[src/rtl/byte_ram_arbiter.sv]
// byte_ram_arbiter: zero-fills a byte-write simple-dual-port RAM after reset, then shares its
// write and read ports between NUM_REQ requesters with round-robin arbitration, one request
// per cycle, and routes 1-cycle-registered read data back to the requester that issued it.
module byte_ram_arbiter #(
    parameter int unsigned ADDR_DEPTH = 32,
    parameter int unsigned DATA_WIDTH = 16,
    parameter int unsigned ADDR_WIDTH = 32,
    parameter int unsigned NUM_REQ    = 2
) (
    input  logic                             clk,
    input  logic                             rst_n,
    input  logic [NUM_REQ-1:0]               req_valid,
    output logic [NUM_REQ-1:0]               req_ready,
    input  logic [NUM_REQ-1:0]               req_write,
    input  logic [NUM_REQ*ADDR_WIDTH-1:0]    req_addr,
    input  logic [NUM_REQ*DATA_WIDTH-1:0]    req_wdata,
    input  logic [NUM_REQ*DATA_WIDTH/8-1:0]  req_strb,
    output logic [NUM_REQ-1:0]               rsp_valid,
    output logic [DATA_WIDTH-1:0]            rsp_rdata,
    output logic                             init_done,
    output logic                             ram_wr_enable,
    output logic [ADDR_WIDTH-1:0]            ram_wr_address,
    output logic [DATA_WIDTH-1:0]            ram_wr_data,
    output logic [DATA_WIDTH/8-1:0]          ram_wr_strb,
    output logic [ADDR_WIDTH-1:0]            ram_rd_address,
    input  logic [DATA_WIDTH-1:0]            ram_rd_data
);

    localparam int unsigned STRB_W     = DATA_WIDTH / 8;
    localparam int unsigned BYTE_SHIFT = $clog2(STRB_W);
    localparam int unsigned IDX_W      = (ADDR_DEPTH > 1) ? $clog2(ADDR_DEPTH) : 1;
    localparam int unsigned PTR_W      = $clog2(NUM_REQ);

    typedef enum logic {StInit, StRun} state_e;

    state_e                  state_q, state_d;
    logic [IDX_W-1:0]        idx_q, idx_d;
    logic [PTR_W-1:0]        ptr_q, ptr_d;
    logic                    init_done_q, init_done_d;
    logic                    wr_en_q, wr_en_d;
    logic [ADDR_WIDTH-1:0]   wr_addr_q, wr_addr_d;
    logic [DATA_WIDTH-1:0]   wr_data_q, wr_data_d;
    logic [STRB_W-1:0]       wr_strb_q, wr_strb_d;
    logic [ADDR_WIDTH-1:0]   rd_addr_q, rd_addr_d;
    // tag1 tracks the RAM address stage, tag2 the RAM data stage
    logic [NUM_REQ-1:0]      tag1_q, tag1_d;
    logic [NUM_REQ-1:0]      tag2_q, tag2_d;

    logic [NUM_REQ-1:0]      grant;
    logic [PTR_W-1:0]        gnt_idx;
    logic                    found;
    logic                    sel_write;
    logic [ADDR_WIDTH-1:0]   sel_addr;
    logic [DATA_WIDTH-1:0]   sel_wdata;
    logic [STRB_W-1:0]       sel_strb;

    // Round-robin grant: first pass looks above the last-granted index, second pass wraps.
    always_comb begin
        grant     = '0;
        gnt_idx   = '0;
        found     = 1'b0;
        sel_write = 1'b0;
        sel_addr  = '0;
        sel_wdata = '0;
        sel_strb  = '0;
        if (state_q == StRun) begin
            for (int i = 0; i < NUM_REQ; i++) begin
                if (!found && req_valid[i] && (PTR_W'(i) > ptr_q)) begin
                    found     = 1'b1;
                    gnt_idx   = PTR_W'(i);
                    grant[i]  = 1'b1;
                    sel_write = req_write[i];
                    sel_addr  = req_addr[i*ADDR_WIDTH +: ADDR_WIDTH];
                    sel_wdata = req_wdata[i*DATA_WIDTH +: DATA_WIDTH];
                    sel_strb  = req_strb[i*STRB_W +: STRB_W];
                end
            end
            for (int i = 0; i < NUM_REQ; i++) begin
                if (!found && req_valid[i] && (PTR_W'(i) <= ptr_q)) begin
                    found     = 1'b1;
                    gnt_idx   = PTR_W'(i);
                    grant[i]  = 1'b1;
                    sel_write = req_write[i];
                    sel_addr  = req_addr[i*ADDR_WIDTH +: ADDR_WIDTH];
                    sel_wdata = req_wdata[i*DATA_WIDTH +: DATA_WIDTH];
                    sel_strb  = req_strb[i*STRB_W +: STRB_W];
                end
            end
        end
    end

    // Next state: zero-fill sweep in StInit, issue the granted request in StRun.
    always_comb begin
        state_d     = state_q;
        idx_d       = idx_q;
        ptr_d       = ptr_q;
        init_done_d = init_done_q;
        wr_en_d     = 1'b0;
        wr_addr_d   = wr_addr_q;
        wr_data_d   = wr_data_q;
        wr_strb_d   = wr_strb_q;
        rd_addr_d   = rd_addr_q;
        tag1_d      = '0;
        tag2_d      = tag1_q;
        case (state_q)
            StInit: begin
                wr_en_d   = 1'b1;
                wr_addr_d = ADDR_WIDTH'(idx_q) << BYTE_SHIFT;
                wr_data_d = '0;
                wr_strb_d = '1;
                idx_d     = idx_q + IDX_W'(1);
                if (idx_q == IDX_W'(ADDR_DEPTH - 1)) begin
                    state_d     = StRun;
                    init_done_d = 1'b1;
                    idx_d       = '0;
                end
            end
            StRun: begin
                if (found) begin
                    ptr_d = gnt_idx;
                    if (sel_write) begin
                        wr_en_d   = 1'b1;
                        wr_addr_d = sel_addr;
                        wr_data_d = sel_wdata;
                        wr_strb_d = sel_strb;
                    end else begin
                        rd_addr_d = sel_addr;
                        tag1_d    = grant;
                    end
                end
            end
            default: state_d = StInit;
        endcase
    end

    // State and output registers; reset drops any in-flight read tags.
    always_ff @(posedge clk or negedge rst_n) begin
        if (!rst_n) begin
            state_q     <= StInit;
            idx_q       <= '0;
            ptr_q       <= PTR_W'(NUM_REQ - 1);
            init_done_q <= 1'b0;
            wr_en_q     <= 1'b0;
            wr_addr_q   <= '0;
            wr_data_q   <= '0;
            wr_strb_q   <= '0;
            rd_addr_q   <= '0;
            tag1_q      <= '0;
            tag2_q      <= '0;
        end else begin
            state_q     <= state_d;
            idx_q       <= idx_d;
            ptr_q       <= ptr_d;
            init_done_q <= init_done_d;
            wr_en_q     <= wr_en_d;
            wr_addr_q   <= wr_addr_d;
            wr_data_q   <= wr_data_d;
            wr_strb_q   <= wr_strb_d;
            rd_addr_q   <= rd_addr_d;
            tag1_q      <= tag1_d;
            tag2_q      <= tag2_d;
        end
    end

    assign req_ready      = grant;
    assign rsp_valid      = tag2_q;
    assign rsp_rdata      = ram_rd_data;
    assign init_done      = init_done_q;
    assign ram_wr_enable  = wr_en_q;
    assign ram_wr_address = wr_addr_q;
    assign ram_wr_data    = wr_data_q;
    assign ram_wr_strb    = wr_strb_q;
    assign ram_rd_address = rd_addr_q;

endmodule

[config.mk]
export PLATFORM = sky130hd
export DESIGN_NAME = byte_ram_arbiter
export DESIGN_NICKNAME = d
export VERILOG_FILES = /design/src/rtl/byte_ram_arbiter.sv
export SDC_FILE = /design/constraint.sdc
export NUM_CORES = 1
export LEC_CHECK = 0
export BUFFER_PORTS_ARGS = -buffer_cell sky130_fd_sc_hd__buf_2
export CAP_MARGIN = 30
export CORE_MARGIN = 8
export CORE_UTILIZATION = 45
export DETAILED_ROUTE_END_ITERATION = 8
export PLACE_DENSITY = 0.88
export SYNTH_ARGS = -nofsm -noshare
export SYNTH_HDL_FRONTEND = slang
export SYNTH_SLANG_ARGS = --single-unit
[constraint.sdc]
create_clock -name clk -period 2 [get_ports clk]
set_clock_uncertainty 0.1 [all_clocks]
set_input_delay 0.1 -clock clk [delete_from_list [all_inputs] [get_ports clk]]
set_output_delay 0.1 -clock clk [all_outputs]
set_load 0.005 [all_outputs]
==> run summary, run 1 <==
Final TNS setup: 0 ns
unrepaired setup endpoints after global routing: no
Cells after Synth: 398
Worst Setup Start Kind: register
Remaining DRCs: 0
Post-Syn Area: 4150 um2
most frequent CP cell: buf_4
worst-case clock buffer depth: 2
Avg Inst Size Synth: 10.4 um2
CP top delay family: buffers and inverters
drt pass-1 iters: 7
Crit Reg-Reg Startpoint: ptr_q$_DFFE_PN1P_
H-Tree Depth: 3
syn_nets: 522
Clock Latency Late Sink: 0.34 ns
Via density: 5.59
async set-reset flop share out of synthesis: 100%
post-route minimum period: 1.81 ns
Placer Congestion: 0.792
post-DP HPWL: 9120 um
# rows: 35
top cell type by total area after synthesis: dfrtp_1
clk sinks: 95
TritonCTS buffer count: 9
pin slew with the least headroom to its limit: 0.556 ns
area growth from synthesis to layout: 52.5%
Synth area leaders: dfrtp_1 57%, a22oi_1 9.6%, a31oi_1 5.3%, nand2_1 4.3%, a21oi_1 4.1%
critical path's largest stage delay: 0.38 ns
crit path max fanout: 22
WS Path Type: reg -> out
Post-Route WL: 14600 um
CP max-delay cell: dfrtp_2
vias: 4357
Root Buffer: clkbuf_8
# IOs: 226
synth cell count leaders: 94 x dfrtp_1, 53 x a22oi_1, 48 x nand2_1
layout cells sized above 1: 35.2%
Cell variety after synth: 33
maximum VDD drop: 486 uV
Placed Area: 5110 um2
Finished Cell Area: 6330 um2
CP required: 1.80 ns
Wirelength per Cell: 18.8 um
DRT antenna net count: 0
top-count cell post-synth: dfrtp_1
register area share after synthesis: 57.3%
#FFs+latches synth: 95
r2r endpoint: ram_wr_strb[1]$_DFFE_PN0P_
Tot GR Track Use: 23.5%
Placeable Area: 9110 um2
first-pass GRT wire length: 23800 um
nets: 786
CTS tree: yes
synth warn: 0
Cell Pwr Density: 843 nW/um2
Final Hold Fails: 0
WHS Path Cells: 3
max-cap viol count: 0
grt total ovfl: 0
DIE WIDTH: 112 um
worst hold endpoint: ram_wr_address[2]$_DFFE_PN0P_
port bufs: 193
crit end category: output pin
pin count of the biggest net entering global routing: 65
share of the synthesized area in the top cell type: 56.7%
crit path DAT: 1.61 ns
Hold/Removal Path Class: in -> reg
Worst R2R Setup Slack: 0.21 ns
Primary FF master, synth: dfrtp_1
full die area: 12600 um2
status: complete, no violations
initial antenna violation count: 1
vias in the first global route: 4638
fmax: 554 MHz
Tcrit/Tclk final: 90.3%
Rel. slew slack: 62.9%
Die Y: 112 um
Final setup viols: 0
Slew Viols, Final: 0
Lkg Pwr: 3.06 nW
launch point of the worst hold path: req_addr[34]
Layout Utilization: 69.5%
CTS clk-pin slew, worst paths: 0.09 ns
EDFF count, synth: 0
Initial Util: 45.6%
initial DRC count: 389
R2R depth: 5
critical path buffer and inverter count: 3
CP Cell Sequence: buf_4 -> nand2_1 -> nor2_2 -> buf_4 -> buf_2
per-stage QoR:
stage | cells | worst slack (ns) | hold WS [ns] | power [mW]
after floorplan | 398 | 0.394 | -0.296 | 3.04
after global placement | 666 | 0.183 | -0.00460 | 3.64
after detailed placement | 666 | 0.0652 | 0.00180 | 3.69
after CTS | 777 | 0.000598 | 0.00207 | 5.36
after global routing | 779 | 0.0491 | 0.0113 | 5.66
final | 779 | 0.194 | 0.0238 | 5.33
timing repair:
item / in CTS / in global routing
hold buffers: 95 / 1
setup buffers: 0 / 0
gates resized for setup: 0 / 2
endpoints found under the hold margin: 161 / 1
setup endpoints to repair: 0 / 30
metal layers:
metal | wire length, um | global-route usage, % | vias up
met5 | 0 | 0 | -
li1 | - | - | 1976
met4 | 578 | 11.9 | 0
met3 | 1380 | 8.37 | 48
met1 | 5640 | 27.0 | 2047
met2 | 7030 | 38.2 | 286
logic make-up (layout without fill, tap and decap cells):
kind of cell | Yosys count | after routing | synth area share (%)
AO/OA/AOI/OAI | 183 | 183 | 27.7
adder cells (fa/ha/maj) | 2 | 2 | 0.603
buffers and inverters | 53 | 322 | 7.57
flip-flops | 95 | 95 | 57.3
multiplexers | 1 | 1 | 0.271
other | 0 | 1 | 0
AND/OR/NAND/NOR | 64 | 64 | 6.57
worst max path at each step:
stage	cells after the start	slack, ns	to	from
2_1_floorplan	6	0.39	idx_q[3]$_DFFE_PN0N_	idx_q[0]$_DFFE_PN0N_
3_3_place_gp	4	0.18	ram_wr_address[6]$_DFFE_PN0P_	ptr_q$_DFFE_PN1P_
3_5_place_dp	4	0.07	ram_wr_address[26]$_DFFE_PN0P_	ptr_q$_DFFE_PN1P_
4_1_cts	3	0.0006	req_ready[1]	ptr_q$_DFFE_PN1P_
5_1_grt	5	0.05	req_ready[0]	state_q$_DFF_PN0_
6_report	5	0.19	req_ready[0]	state_q$_DFF_PN0_
worst register-to-register path, cell delays in order (launching register included):
cell      delay, ns
dfstp_2        0.60
a21boi_4       0.09
a221oi_4       0.35
buf_4          0.33
inv_2          0.08
a31oi_1        0.15
layout make-up:
type / instances / area [um2]
diodes: 1 / 2.50
clock inverters: 6 / 116
fillers: 671 / 2780
repair buffers: 302 / 2060
inverters: 4 / 15.0
multi-input cells: 250 / 1490
well taps: 111 / 139
flip-flops and latches: 95 / 2380
clock buffers: 10 / 128
report_power, final:
group / switching, mW / leakage (nW) / internal, mW
Combinational: 0.697 / 1.78 / 0.676
Sequential: 0.191 / 1.16 / 2.26
Clock: 0.666 / 0.121 / 0.843
Total: 1.55 / 3.06 / 3.78
layout by cell type, fill, tap and decap left out, drive strengths merged, types with 2 or more instances in the layout:
| master | count |
|---|---|
| o21ai | 53 |
| a22oi | 53 |
| clkbuf | 10 |
| buf | 206 |
| nor3 | 4 |
| nor2 | 5 |
| a31oi | 35 |
| a21o | 2 |
| inv | 6 |
| a21oi | 34 |
| dlygate4sd3 | 96 |
| bufinv | 3 |
| dfrtp | 94 |
| ha | 2 |
| a22o | 2 |
| nand2 | 49 |
registers in the layout, indices dropped and copies added, names as in the netlist:
register and cells:
state_q 1, rsp_valid 2, init_done 1, idx_q 5, ram_wr_enable 1, tag1_q 2, ram_wr_data 16, ptr_q 1
ram_rd_address 32, ram_wr_address 32, ram_wr_strb 2
(Power assumes the default switching activity.)
==> inputs of run 2 (changes only) <==
--- a/config.mk
+++ b/config.mk
@@ -10,6 +10,7 @@
 export CORE_MARGIN = 8
 export CORE_UTILIZATION = 45
 export DETAILED_ROUTE_END_ITERATION = 8
+export HOLD_SLACK_MARGIN = 0.05
 export PLACE_DENSITY = 0.88
 export SYNTH_ARGS = -nofsm -noshare
 export SYNTH_HDL_FRONTEND = slang
==> constraint.sdc (replaced) <==
create_clock -name clk -period 2 [get_ports clk]
set_clock_uncertainty 0.1 [all_clocks]
set_input_delay 0.1 -clock clk [delete_from_list [all_inputs] [get_ports clk]]
set_output_delay 0.1 -clock clk [all_outputs]
set_load 0.05 [all_outputs]
==> run 2 against run 1 <==
Against the previous run:
- clock-buffer cell count did not move
- highest routed layer unchanged
- combinational power increased by 90%
- sequential cell count did not move
- non-clock buffer count increased by 11
- setup slack lost 0.10 ns
- sequential share of layout area shrank 0.24 points
- largest cell class unchanged
- maximum frequency is 5.3% lower
==> run summary, run 2 (same netlist as run 1, synthesis figures left out) <==
WS Path Type: reg -> out
crit path DAT: 1.71 ns (+0.10 ns)
CTS tree: yes
layout cells sized above 1: 35.0% (-0.28 points)
CTS clk-pin slew, worst paths: 0.08 ns (about the same)
H-Tree Depth: 3 (unchanged)
Crit Reg-Reg Startpoint: ptr_q$_DFFE_PN1P_
pin slew with the least headroom to its limit: 0.544 ns (-0.0122 ns)
Placer Congestion: 0.795 (+0.38%)
Placeable Area: 9110 um2 (unchanged)
Post-Route WL: 15100 um (+3.1%)
drt pass-1 iters: 5 (-2)
initial antenna violation count: 4 (+3)
area growth from synthesis to layout: 53.5%
# rows: 35 (unchanged)
Clock Latency Late Sink: 0.34 ns (about the same)
Final Hold Fails: 0 (unchanged)
first-pass GRT wire length: 23800 um (-0.26%)
nets: 797 (+1.4%)
most frequent cells in the layout: 191 x buf_2, 106 x dlygate4sd3_1, 93 x dfrtp_1
fmax: 524 MHz (-5.3%)
Remaining DRCs: 0 (unchanged)
CP required: 1.80 ns (about the same)
Slew Viols, Final: 0 (unchanged)
Cell Pwr Density: 965 nW/um2 (+15%)
maximum VDD drop: 490 uV (+0.80%)
status: complete, no violations
Via density: 5.61 (+0.33%)
most common cell after layout, fill and taps aside: buf_2
Layout Utilization: 69.9% (+0.44 points)
# IOs: 226 (unchanged)
Wirelength per Cell: 19.0 um (+1.1%)
launch point of the worst hold path: ram_rd_data[4]
vias: 4461 (+2.4%)
full die area: 12600 um2 (unchanged)
post-DP HPWL: 9130 um (+0.12%)
max-cap viol count: 0 (unchanged)
Initial Util: 45.6% (unchanged)
WHS Path Cells: 0 (-3)
clk sinks: 95 (unchanged)
initial DRC count: 333 (-14%)
Worst R2R Setup Slack: 0.20 ns (about the same)
Tcrit/Tclk final: 95.4% (+5.1 points)
crit end category: output pin
Hold/Removal Path Class: in -> out
grt total ovfl: 0 (unchanged)
Rel. slew slack: 63.8% (+0.81 points)
worst-case clock buffer depth: 2 (unchanged)
worst hold endpoint: rsp_rdata[4]
Tot GR Track Use: 23.5% (about the same)
DIE WIDTH: 112 um (unchanged)
Final TNS setup: 0 ns (unchanged)
R2R depth: 4 (-1)
Final setup viols: 0 (unchanged)
overall power: 6.15 mW (+15%)
r2r endpoint: ram_wr_address[20]$_DFFE_PN0P_
TritonCTS buffer count: 9 (unchanged)
Lkg Pwr: 3.07 nW (+0.34%)
Worst Setup Start Kind: register
Setup Fix Bufs, Post-CTS: 0 (unchanged)
pin count of the biggest net entering global routing: 65 (unchanged)
vias in the first global route: 4677 (+0.84%)
Root Buffer: clkbuf_8
crit path max fanout: 22 (unchanged)
unrepaired setup endpoints after global routing: no
post-route minimum period: 1.91 ns (+0.102 ns)
Die Y: 112 um (unchanged)
port bufs: 193 (unchanged)
DRT antenna net count: 0 (unchanged)
-- run 2: changes by cell type in the layout (fill, tap and decap cells not counted), sizes merged --
cell,delta
clkinvlp,+1
inv,-1
dlygate4sd3,+10
bufinv,-3
clkbuf,+1
diode,+5
clkinv,+3
-- run 2: layout make-up --
cell class                      instances  area (um2)
Inverter                                4        15.0
Fill cell                             660        2740
Timing Repair Buffer                  313        2170
Multi-Input combinational cell        250        1480
Clock inverter                          6        36.3
Sequential cell                        95        2380
Clock buffer                           10         128
Tap cell                              111         139
Antenna cell                            6        15.0
-- run 2: worst max-delay path by stage --
stage                            startpoint                        endpoint  slack (ns)  cells past startpoint
after detailed placement  ptr_q$_DFFE_PN1P_  ram_wr_address[14]$_DFFE_PN0P_        0.05                      4
final                     state_q$_DFF_PN0_                    req_ready[0]        0.09                      5
after global placement    ptr_q$_DFFE_PN1P_   ram_wr_address[6]$_DFFE_PN0P_        0.18                      4
after floorplan           ptr_q$_DFFE_PN1P_      ram_wr_data[7]$_DFFE_PN0P_        0.34                      5
after CTS                 ptr_q$_DFFE_PN1P_  ram_wr_address[14]$_DFFE_PN0P_        0.02                      4
after global routing      state_q$_DFF_PN0_                    req_ready[0]        0.01                      5
-- run 2: stage by stage --
stage / area (um2) / cells / hold slack (ns) / setup WS [ns]
2_1_floorplan: 4150 / 398 / -0.296 / 0.335
3_3_place_gp: 5120 / 667 / -0.00454 / 0.183
3_5_place_dp: 5120 / 667 / 0.000813 / 0.0485
4_1_cts: 6350 / 789 / 0.0914 / 0.0246
5_1_grt: 6370 / 794 / 0.100 / 0.0131
6_report: 6370 / 795 / 0.100 / 0.0919
-- run 2: worst max-delay path, stage by stage (launching register included) --
cell      delay, ns
dfrtp_2        0.37
buf_4          0.26
nand2_1        0.13
nor2_2         0.09
buf_4          0.23
clkbuf_4       0.28
-- run 2: where the power goes --
group          internal (mW)  total [mW]  switching (mW)
registers               2.26        2.45           0.192
logic                  0.704        2.60            1.90
clock network          0.449        1.09           0.645
-- run 2: metal layers --
layer  up-vias  share of wire, %  GRT usage [%]
li1       2010                 -              -
met1      2102                37           25.0
met2       290                48           39.1
met3        59                10           8.48
met4         0               4.8           15.0
met5         -                 0              0
-- run 2: repair_timing --
action,4_1_cts,5_1_grt
hold endpoints to repair,179,0
setup endpoints to repair,0,23
hold buffers,106,0
gates resized for setup,0,3
